File: config.mk
export PLATFORM = sky130hd
export DESIGN_NAME = gshare_predictor
export DESIGN_NICKNAME = d
export VERILOG_FILES = /design/src/rtl/gshare_predictor.sv
export SDC_FILE = /design/constraint.sdc
export NUM_CORES = 1
export LEC_CHECK = 0
export CAP_MARGIN = 20
export CELL_PAD_IN_SITES_DETAIL_PLACEMENT = 0
export CELL_PAD_IN_SITES_GLOBAL_PLACEMENT = 2
export CORE_ASPECT_RATIO = 1.25
export CORE_MARGIN = 3
export CORE_UTILIZATION = 39
export CTS_BUF_LIST = sky130_fd_sc_hd__clkbuf_16
export DETAILED_ROUTE_END_ITERATION = 10
export GPL_TIMING_DRIVEN = 0
export PLACE_DENSITY_LB_ADDON = 0.25
export SETUP_SLACK_MARGIN = 0.1
export SLEW_MARGIN = 25
export SYNTH_ARGS = -nofsm -noshare
export SYNTH_HDL_FRONTEND = slang
export SYNTH_SLANG_ARGS = --single-unit
File: constraint.sdc
create_clock -name clk -period 3.8 [get_ports clk]
set_input_delay 0.38 -clock clk [delete_from_list [all_inputs] [get_ports clk]]
set_output_delay 0.38 -clock clk [all_outputs]
set_load 0.1 [all_outputs]
File: src/rtl/gshare_predictor.sv
// Gshare / bimodal branch direction predictor: a table of saturating counters
// indexed by PC (optionally XORed with global history), plus a mispredict count.
module gshare_predictor #(
  parameter int unsigned IDX_W     = 6,
  parameter int unsigned CTR_W     = 2,
  parameter int unsigned HIST_W    = 6,
  parameter int unsigned GSHARE_EN = 1,
  parameter int unsigned STAT_W    = 16
) (
  input  logic              clk,
  input  logic              reset,
  input  logic              lk_req,
  input  logic [IDX_W-1:0]  lk_pc,
  output logic              lk_vld,
  output logic              lk_taken,
  output logic [IDX_W-1:0]  lk_idx,
  input  logic              up_vld,
  input  logic [IDX_W-1:0]  up_idx,
  input  logic              up_taken,
  input  logic              up_pred,
  input  logic              stat_clr,
  output logic [HIST_W-1:0] hist,
  output logic [STAT_W-1:0] mispred_cnt
);

  localparam int unsigned        ENTRIES  = 1 << IDX_W;
  localparam logic [CTR_W-1:0]   CTR_MAX  = '1;
  localparam logic [CTR_W-1:0]   CTR_INIT = CTR_W'((1 << (CTR_W - 1)) - 1);
  localparam logic [STAT_W-1:0]  STAT_MAX = '1;

  logic [CTR_W-1:0]  ctr_q [ENTRIES];
  logic [HIST_W-1:0] hist_q, hist_d;
  logic [STAT_W-1:0] mis_q, mis_d;
  logic              lk_vld_q, lk_taken_q, lk_taken_d;
  logic [IDX_W-1:0]  lk_idx_q, lk_idx_d;
  logic [CTR_W-1:0]  up_ctr_c, ctr_upd_c;

  // Index formation, saturating counter step, history shift and statistic.
  always_comb begin
    lk_idx_d   = lk_pc;
    lk_taken_d = lk_taken_q;
    up_ctr_c   = ctr_q[up_idx];
    ctr_upd_c  = up_ctr_c;
    hist_d     = hist_q;
    mis_d      = mis_q;

    if (GSHARE_EN != 0) begin
      lk_idx_d = lk_pc ^ IDX_W'(hist_q);
    end
    lk_taken_d = ctr_q[lk_idx_d][CTR_W-1];

    if (up_taken && (up_ctr_c != CTR_MAX)) begin
      ctr_upd_c = up_ctr_c + CTR_W'(1);
    end else if (!up_taken && (up_ctr_c != '0)) begin
      ctr_upd_c = up_ctr_c - CTR_W'(1);
    end

    if (up_vld) begin
      hist_d = HIST_W'({hist_q, up_taken});
    end

    if (stat_clr) begin
      mis_d = '0;
    end else if (up_vld && (up_taken != up_pred) && (mis_q != STAT_MAX)) begin
      mis_d = mis_q + STAT_W'(1);
    end
  end

  // Lookup reads ctr_q before this edge's write, giving read-before-write on collision.
  always_ff @(posedge clk or negedge reset) begin
    if (!reset) begin
      for (int i = 0; i < int'(ENTRIES); i++) begin
        ctr_q[i] <= CTR_INIT;
      end
      hist_q     <= '0;
      mis_q      <= '0;
      lk_vld_q   <= 1'b0;
      lk_taken_q <= 1'b0;
      lk_idx_q   <= '0;
    end else begin
      if (up_vld) begin
        ctr_q[up_idx] <= ctr_upd_c;
      end
      hist_q   <= hist_d;
      mis_q    <= mis_d;
      lk_vld_q <= lk_req;
      if (lk_req) begin
        lk_taken_q <= lk_taken_d;
        lk_idx_q   <= lk_idx_d;
      end
    end
  end

  assign lk_vld      = lk_vld_q;
  assign lk_taken    = lk_taken_q;
  assign lk_idx      = lk_idx_q;
  assign hist        = hist_q;
  assign mispred_cnt = mis_q;

endmodule

[Word level (Yosys, flattened, before mapping)]
Index checks and enable logic that the tools add are counted.
Operators by class
  magnitude comparators: 3
  bitwise gates (word level): 3
  eq/ne operators: 3
  muxes and demuxes: 13
  reduce and logical (&&, ||, !) cells: 8
  add/sub/neg operators: 3
Operators by type and width (number)
  128-bit bitwise mux: 1
  16-bit two-way mux: 2
  2-bit binary-select mux with 6-bit select: 2
  16-bit by 1-bit adder with 16-bit output, second input constant: 1
  16-bit != test, second input constant: 1
  7-bit >= comparator, second input constant: 2
  2-bit two-way mux: 7
  6-bit NOT with 7-bit output: 2
  2-bit demux with 6-bit select: 1
  7-bit by 1-bit < comparator with 1-bit output, second input constant: 1
  6-bit XOR: 1
  1-bit logical AND: 5
  2-bit nonzero test: 2
  2-bit by 1-bit adder with 2-bit output, second input constant: 1
  2-bit != test, second input constant: 1
  2-bit by 1-bit subtractor with 2-bit output, second input constant: 1
  1-bit logical NOT: 1
  1-bit != test: 1
Storage, ports and cells
  word-level logic and storage cells: 102
  output and inout port bits: 30
  bits in registers: 158
  input bits: 19

[Depth between registers and ports, before layout]
Gate-level depths: netlist of the first run.
  depth after elaboration: 9
  gate-level depth with buffers: 15
  mapped depth without buffers: 11

[Least setup slack after synthesis of the first run]
OpenSTA, ideal clock, no wires.
  path type: in2reg
  from: input up_idx[2]
  to: register ctr_q[35] (netlist bit)
  setup slack: 0.696 ns
  buffers on the path: 3
  data required time: 3.675 ns
  stages on the path: 13
  arrival time: 2.979 ns
  setup time: 0.125 ns
  cells stage by stage: buf_2 > buf_6 > mux2_2 > a221o_1 > a21oi_1 > o2bb2ai_2 > nor3_1 > ha_1 > nand2b_1 > a2111oi_4 > nor3_4 > buf_6 > mux2_2
Between the ends
  word-level cells in the longest chain between the ends: 9
  elaborated cells between the ends (all ways): 18
  those cells by class: add/sub (2); order compare (2); eq/ne (1); mux (8); bitwise (1); reduce/logical (4)
RTL lines
  from (decl): line 18  | input logic [IDX_W-1:0] up_idx,
  6-bit NOT with 7-bit output (not written as such) *: line 42, 82
  parallel branches: the longest is 7 deep, another holds 2-bit by 1-bit subtractor with 2-bit output
  128-bit bitwise mux *: line 82  | ctr_q[up_idx] <= ctr_upd_c;
  to (signal, indexed assignment): line 82
  to (decl): line 31  | logic [CTR_W-1:0] ctr_q [ENTRIES];
Every way passes the cells marked *. The select of a mux whose other input is x is not followed.
A chain may end at the register's enable or synchronous reset.

[Worst setup path in the final report of the first run]
  from: register hist_q[0] (netlist: hist[0])
  to: register lk_taken_q (netlist: lk_taken)
Between the ends
  word-level cells in the longest chain between the ends: 5
RTL lines
  from (decl): line 32  | logic [HIST_W-1:0] hist_q, hist_d;
  from (signal assigned): line 84  | hist_q <= hist_d;
  6-bit XOR: line 48  | lk_idx_d = lk_pc ^ IDX_W'(hist_q);
  6-bit NOT with 7-bit output (not written as such): line 50  | lk_taken_d = ctr_q[lk_idx_d][CTR_W-1];
  2-bit binary-select mux with 6-bit select: line 50
  2-bit two-way mux (not written as such) (2 in a row): line 50
  to (signal assigned): line 88  | lk_taken_q <= lk_taken_d;
  to (decl): line 34  | logic lk_vld_q, lk_taken_q, lk_taken_d;
Every way passes these cells. The select of a mux whose other input is x is not followed.

==> impl_metrics.yaml, run 1 <==
logic_synthesis:
  yosysUniqueCellTypes: 57
  asyncSetResetFlopFracSynth_pct: 100
  yosysSeqAreaShare_pct: 47.8
  xor_xnor_share_of_the_synthesized_area_pct: 2.37
  post_synth.cell_area_avg_um2: 12.1
  ys_dominant_reg_cell: "sky130_fd_sc_hd__dfrtp_1"
  muxShareOfSynthArea_pct: 29.5
  synth_nets: 720
  synth_compound_area_share_pct: 6.36
  yosys.area_share.adder_pct: 0.444
  post_synth_most_frequent_cells: "sky130_fd_sc_hd__mux2_2 (140), sky130_fd_sc_hd__dfrtp_1 (94), sky130_fd_sc_hd__dfstp_2 (64)"
  netlist_top_cells_area: "sky130_fd_sc_hd__dfrtp_1 (28%), sky130_fd_sc_hd__dfstp_2 (20%), sky130_fd_sc_hd__mux2_2 (19%)"
  ys_ff_latch: 158
  synthesis.area_mm2: 0.00845
  synth_enable_flop_cells: 0
  largest_area_contributor_in_the_synthesized_netlist: "sky130_fd_sc_hd__dfrtp_1"
  yosysWarnings: 0
  simple_gate_area_share_of_the_yosys_netlist_pct: 10.4
  count_leader_synth: "sky130_fd_sc_hd__mux2_2"
  synth_top_family_by_area: "multiplexers"
  synth.top_cell.area_share_pct: 27.9
  synthCells: 698
global_routing:
  first_pass_grt_wire_length_um: 39200
  global_route.usage.total_pct: 22.8
  first_global_vias: 6279
  grt_start_max_net_pins: 84
  globalRouteOverflowTotal: 0
  initial_antenna_violation_count: 0
cts:
  worstSkewPairLatency_ns: 0.44
  clock_pin_slew_reported_for_the_worst_setup_and_hold_paths_after_clock_tree_synthesis_ns: 0.07
  cts_root_buffer: "sky130_fd_sc_hd__clkbuf_16"
  tritoncts_clock_tree: "built"
  htreeDepth: 4
  clk_path_buf_depth: 2
  cts_inserted_buffers: 17
  clock_sinks: 158
sta:
  post-route-worst-setup-slack_ns: 0.203
  post_route_minimum_period_ns: 3.60
  timing_worst_slew_pin_value_ns: 1.12
  setup_violations: 0
  maxClockFrequency_mhz: 278
  timing.slew.headroom_pct: 25.1
  whs_ns: 0.295
  timing.clock.skew_ns: 0.00940
  rsz_0062_raised_after_global_routing: "no"
  report.final.hold_viol_count: 0
  finalMaxSlewViolations: 0
  layout_worst_path_cycle_share_pct: 94.7
power:
  power.ir.vdd_worst_uv: 343
  power.share.sequential_pct: 40.6
  switching_share_pct: 35.2
  power.share.clock_pct: 27.7
  power_density_mw_per_mm2: 582
  power_report.internal_total_mw: 3.79
  power.static_leakage_nw: 4.25
  power_frac_comb_pct: 31.7
  netSwitchingPower_mw: 2.06
hold_path:
  min-delay-start: "stat_clr"
  worstHoldPathCells: 2
  hold_class: "input port to flip-flop"
  worst_hold_path.endpoint: "mispred_cnt[15]$_DFFE_PN0P_"
worst_setup_path:
  worstSetupPathType: "flip-flop to flip-flop"
  timing.rr.end: "lk_taken$_DFFE_PN0P_"
  highest_delay_cell_along_the_critical_path: "sky130_fd_sc_hd__xnor2_2"
  critical_path.cell_chain: "xnor2_2 -> buf_2 -> mux2i_1 -> o22ai_1 -> o21ai_0 -> o21ai_0 -> mux4_2 -> mux2_2"
  rrSetupSlack_ns: 0.20
  crit_path_end_kind: "flip-flop"
  crit_arrival_ns: 3.92
  worstPathRequired_ns: 4.12
  critical_path.top_delay_family: "multiplexers"
  cp_slowest_stage_delay_ns: 0.69
  timing.critical_path.buf_inv: 1
  critical_path.max_fanout: 10
  worst_reg_to_reg_cells: 8
  r2r_start: "hist[0]$_DFFE_PN0P_"
  critical_path.most_common_cell: "sky130_fd_sc_hd__o21ai_0"
  worstSetupStartpointType: "flip-flop"
floorplanning:
  std_cell_rows: 59
  die_h_um: 171
  io_pins: 49
  initial_core_util_pct: 40.1
  chipWidth_um: 138
  fp.dieArea_mm2: 0.0235
  core_footprint_mm2: 0.0210
run_status:
  run_status: "finished, final reports clean"
final_layout:
  n_antenna_cell: 0
  nNetsFinal: 799
  area_growth_from_synthesis_to_layout_pct: 18.9
  final_layout_size_suffix_gt1_share_pct: 40.0
  postLayoutCellArea_mm2: 0.0100
  layout.cells.non_filler: 1064
  layout.filler_cells: 1891
route:
  routed_wire_length_per_instance_um: 24.4
  via_per_inst: 5.76
  firstDrtPassIters: 5
  detailroute.via_count: 6132
  detailedRoute.firstIterationViolations: 572
  ant_nets: 0
  total_wire_length_after_detailed_routing_um: 25900
  drc_errors: 0
place:
  numPortBuffers: 46
  numPlacedInstances: 1021
  dpl_cell_area_mm2: 0.00931
  finalWeightedCongestion: 0.902
  post-place-ws_ns: -0.932
  dp_hpwl_um: 18300
run:
  max-cap-violations: 0
-- per-layer routing --
layer | track usage, % | part of all wire (%) | up-vias | wire, um
met4 | 8.94 | 3.6 | 0 | 922
met3 | 3.79 | 4.7 | 49 | 1210
met1 | 29.0 | 41 | 3154 | 10700
li1 | - | - | 2708 | -
met2 | 38.6 | 51 | 221 | 13100
met5 | 0 | 0 | - | 0
-- cell usage in the layout, fill, tap and decap left out, types with 4 or more instances in the layout --
cell and count:
sky130_fd_sc_hd__mux2_2 140, sky130_fd_sc_hd__dfrtp_1 94, sky130_fd_sc_hd__dfstp_2 64, sky130_fd_sc_hd__nor2_1 62
sky130_fd_sc_hd__nand2_1 55, sky130_fd_sc_hd__mux2i_1 48, sky130_fd_sc_hd__clkdlybuf4s50_1 44, sky130_fd_sc_hd__o22ai_1 17
sky130_fd_sc_hd__clkbuf_16 17, sky130_fd_sc_hd__a21oi_1 16, sky130_fd_sc_hd__mux4_2 16, sky130_fd_sc_hd__xor2_1 14
sky130_fd_sc_hd__nand3_1 13, sky130_fd_sc_hd__buf_2 11, sky130_fd_sc_hd__buf_4 11, sky130_fd_sc_hd__and3_1 10
sky130_fd_sc_hd__buf_6 9, sky130_fd_sc_hd__inv_1 8, sky130_fd_sc_hd__o21ai_0 8, sky130_fd_sc_hd__clkbuf_1 7
sky130_fd_sc_hd__clkbuf_2 6, sky130_fd_sc_hd__buf_1 6, sky130_fd_sc_hd__xnor2_1 6, sky130_fd_sc_hd__a221oi_1 5
sky130_fd_sc_hd__mux2_4 5, sky130_fd_sc_hd__nor2b_1 4, sky130_fd_sc_hd__o2bb2ai_1 4, sky130_fd_sc_hd__nor3_1 4
sky130_fd_sc_hd__a221o_1 4, sky130_fd_sc_hd__nand2b_1 4, sky130_fd_sc_hd__nand4_1 4
-- power by group through the flow --
stage | Sequential, mW | Combinational [mW] | Clock [mW]
after floorplan | 2.58 | 0.965 | 0
after global placement | 2.37 | 1.73 | 0
after detailed placement | 2.39 | 1.76 | 0
after CTS | 2.37 | 1.83 | 1.65
after global routing | 2.41 | 1.95 | 1.72
final | 2.37 | 1.85 | 1.62
-- worst reg2reg max path, stage by stage (launching register included) --
cell,delay (ns)
sky130_fd_sc_hd__dfrtp_1,0.43
sky130_fd_sc_hd__xnor2_2,0.69
sky130_fd_sc_hd__buf_2,0.55
sky130_fd_sc_hd__mux2i_1,0.24
sky130_fd_sc_hd__o22ai_1,0.10
sky130_fd_sc_hd__o21ai_0,0.42
sky130_fd_sc_hd__o21ai_0,0.26
sky130_fd_sc_hd__mux4_2,0.53
sky130_fd_sc_hd__mux2_2,0.27
-- cell type report --
class	instances	area (um^2)	share of cell area, %
clock buffers	17	425	4.24
plain buffers	43	280	2.79
well taps	274	343	3.41
clock inverters	15	124	1.23
repair buffers	60	621	6.18
multi-input cells	491	4200	41.8
flip-flops and latches	158	4030	40.2
inverters	6	22.5	0.224
-- sequential cells by signal (all words and copies together) (netlist names) --
register     cells
mispred_cnt     16
lk_taken         1
hist             6
lk_idx           6
lk_vld           1
ctr_q          128
-- kinds of logic (layout without fill, tap and decap cells) --
logic type | count (synthesis) | count (layout)
compound gates | 73 | 73
xor+xnor | 22 | 22
fa+ha+maj | 3 | 3
buf+inv | 49 | 141
flops | 158 | 158
mux | 209 | 209
simple gates | 184 | 184
-- metrics by stage --
stage          util, %  power, mW  setup TNS, ns
5_1_grt           47.7       6.08              0
3_3_place_gp      44.0       4.10        -575.17
2_1_floorplan        -       3.54              0
3_5_place_dp      44.3       4.15         -86.87
6_report          47.7       5.84              0
4_1_cts           47.3       5.85              0
-- worst max path at each step --
stage	from	endpoint	slack [ns]	cells after the start
floorplan	up_idx[2]	ctr_q[35]$_DFFE_PN0P_	0.70	13
global placement	reset	mispred_cnt[12]$_DFFE_PN0P_	-3.89	1
detailed placement	up_idx[1]	ctr_q[64]$_DFFE_PN1P_	-0.93	14
CTS	up_idx[1]	ctr_q[64]$_DFFE_PN1P_	0.12	15
global route	up_idx[4]	ctr_q[65]$_DFFE_PN0P_	0.09	14
finish	hist[0]$_DFFE_PN0P_	lk_taken$_DFFE_PN0P_	0.20	8
-- timing repair --
action | in CTS | in global routing
hold buffers | 1 | 0
endpoints found under the hold margin | 46 | 0
endpoints found under the setup margin | 128 | 124
pin swaps | 2 | 4
gates resized for setup | 11 | 10
setup buffers | 2 | 8
gates cloned | 0 | 0
No activity file was read; power rests on OpenSTA's default activity.
==> run 2: changes to the inputs <==
Settings changed: CORE_ASPECT_RATIO 1.25 to not set, SLEW_MARGIN 25 to 20.
==> impl_metrics.yaml, run 2 (same netlist as run 1, synthesis figures left out) <==
worst_setup_path:
  crit_path_end_kind: "flip-flop"
  critical_path.max_fanout: 10
  worstSetupStartpointType: "input port"
  worstPathRequired_ns: 4.12
  critical_path.cell_chain: "clkdlybuf4s50_1 -> clkbuf_4 -> clkbuf_2 -> a221oi_1 -> nor2_1 -> o21ai_0 -> and4_4 -> ha_1 -> nand2b_1 -> a2111oi_4 -> nor3_4 -> buf_12 -> buf_6 -> mux2_2"
  crit_arrival_ns: 3.91
  cp_slowest_stage_delay_ns: 0.49
  worstSetupPathType: "input port to flip-flop"
  critical_path.top_delay_family: "buffers and inverters"
  timing.critical_path.buf_inv: 5
  highest_delay_cell_along_the_critical_path: "sky130_fd_sc_hd__clkdlybuf4s50_1"
route:
  detailedRoute.firstIterationViolations: 445
  firstDrtPassIters: 8
  total_wire_length_after_detailed_routing_um: 25600
  routed_wire_length_per_instance_um: 24.2
  ant_nets: 0
  drc_errors: 0
  via_per_inst: 5.77
  detailroute.via_count: 6106
global_routing:
  initial_antenna_violation_count: 1
  global_route.usage.total_pct: 22.2
  grt_start_max_net_pins: 85
  globalRouteOverflowTotal: 0
  first_pass_grt_wire_length_um: 39200
  first_global_vias: 6465
final_layout:
  largest_reg_flops: 128
  layout.cells.non_filler: 1058
  final_layout_size_suffix_gt1_share_pct: 39.7
  layout.cells.most_common: "sky130_fd_sc_hd__mux2_2"
  area_growth_from_synthesis_to_layout_pct: 18.1
  n_antenna_cell: 0
  nNetsFinal: 792
  most-common-layout-cells: "sky130_fd_sc_hd__mux2_2 (140), sky130_fd_sc_hd__dfrtp_1 (94), sky130_fd_sc_hd__dfstp_2 (64)"
  post_layout_utilization_of_the_core_pct: 47.1
  layout.filler_cells: 1913
  largest-register: "ctr_q"
power:
  power.static_leakage_nw: 4.20
  power.ir.vdd_worst_uv: 271
  power_density_mw_per_mm2: 579
  finalPower_mw: 5.77
cts:
  clock_pin_slew_reported_for_the_worst_setup_and_hold_paths_after_clock_tree_synthesis_ns: 0.07
  clk_path_buf_depth: 2
  cts_root_buffer: "sky130_fd_sc_hd__clkbuf_16"
  htreeDepth: 4
  worstSkewPairLatency_ns: 0.44
  tritoncts_clock_tree: "built"
  cts_inserted_buffers: 17
  clock_sinks: 158
floorplanning:
  core_footprint_mm2: 0.0212
  fp.dieArea_mm2: 0.0235
  chipWidth_um: 153
  initial_core_util_pct: 39.9
  io_pins: 49
  die_h_um: 153
  std_cell_rows: 53
place:
  finalWeightedCongestion: 0.890
  numPortBuffers: 46
  dp_hpwl_um: 18000
  numPlacedInstances: 1022
run:
  max-cap-violations: 0
sta:
  setup_violations: 0
  maxClockFrequency_mhz: 278
  rsz_0062_raised_after_global_routing: "no"
  timing_worst_slew_pin_value_ns: 1.06
  report.final.hold_viol_count: 0
  finalMaxSlewViolations: 0
  layout_worst_path_cycle_share_pct: 94.7
  post_route_minimum_period_ns: 3.60
  timing.clock.skew_ns: 0.00959
  fin_setup_tns_ns: 0
  timing.slew.headroom_pct: 29.4
run_status:
  run_status: "finished, final reports clean"
hold_path:
  hold_class: "input port to flip-flop"
==> run 2: cell count changes in the layout (fill, tap and decap cells not counted), sizes merged <==
cell      change
buf           -6
inv           -2
bufinv        -1
clkinvlp      +1
clkbuf        -1
clkinv        +2
==> run 2: layout make-up <==
| class | count | area [um^2] | area share, % |
|---|---|---|---|
| Timing Repair Buffer | 53 | 568 | 5.70 |
| Clock inverter | 15 | 100 | 1.00 |
| Tap cell | 275 | 344 | 3.45 |
| Inverter | 6 | 22.5 | 0.226 |
| Buffer | 43 | 288 | 2.89 |
| Sequential cell | 158 | 4030 | 40.5 |
| Clock buffer | 17 | 425 | 4.27 |
| Multi-Input combinational cell | 491 | 4190 | 42.0 |
==> run 2: repair_timing <==
| item | 4_1_cts | 5_1_grt |
|---|---|---|
| setup buffers | 3 | 0 |
| resized for setup | 12 | 11 |
| hold buffers | 1 | 0 |
| pin swaps | 2 | 1 |
| hold endpoints to repair | 36 | 0 |
| setup endpoints to repair | 128 | 121 |
| cloned | 0 | 0 |
==> run 2: metrics by stage <==
stage | hold WS (ns) | setup slack (ns) | instance area [um^2]
finish | 0.287 | 0.202 | 9970
global route | 0.314 | 0.0997 | 9970
floorplan | 0.0844 | 0.696 | 8450
detailed placement | 0.398 | -0.972 | 9320
CTS | 0.285 | 0.118 | 9940
global placement | 0.490 | -3.85 | 9250
==> run 2: final timing paths <==
path	to	startpoint	slack, ns	cells past startpoint
hold / removal	mispred_cnt[3]$_DFFE_PN0P_	stat_clr	0.29	2
setup reg to reg	lk_taken$_DFFE_PN0P_	hist[0]$_DFFE_PN0P_	0.36	8
max in group asynchronous	ctr_q[8]$_DFFE_PN1P_	reset	2.45	3
setup / recovery	ctr_q[57]$_DFFE_PN0P_	up_idx[0]	0.20	14
hold reg to reg	lk_idx[5]$_DFFE_PN0P_	lk_idx[5]$_DFFE_PN0P_	0.51	1
min in group asynchronous	ctr_q[67]$_DFFE_PN0P_	reset	0.51	2
==> run 2: worst reg2reg max path, delay by kind of cell (launching register included) <==
kind / cells / cell delay (ns)
AOI/OAI and AO/OA: 2 / 0.17
xor gates and xnor gates: 1 / 0.62
DFF: 1 / 0.43
and+or+nand+nor: 1 / 0.52
muxes: 3 / 1.05
buffers and inverters: 1 / 0.54
==> run 2: power by group <==
group	internal [mW]	switching, mW
Combinational	0.762	1.09
Sequential	2.13	0.232
Clock	0.829	0.723
==> run 2: metal layers <==
| layer | track usage (%) | up-vias | share of wire (%) |
|---|---|---|---|
| met4 | 6.83 | 2 | 2.6 |
| met3 | 6.06 | 42 | 6.2 |
| met1 | 28.6 | 3142 | 43 |
| met2 | 36.4 | 217 | 48 |
| li1 | - | 2703 | - |
| met5 | 0 | - | 0.051 |
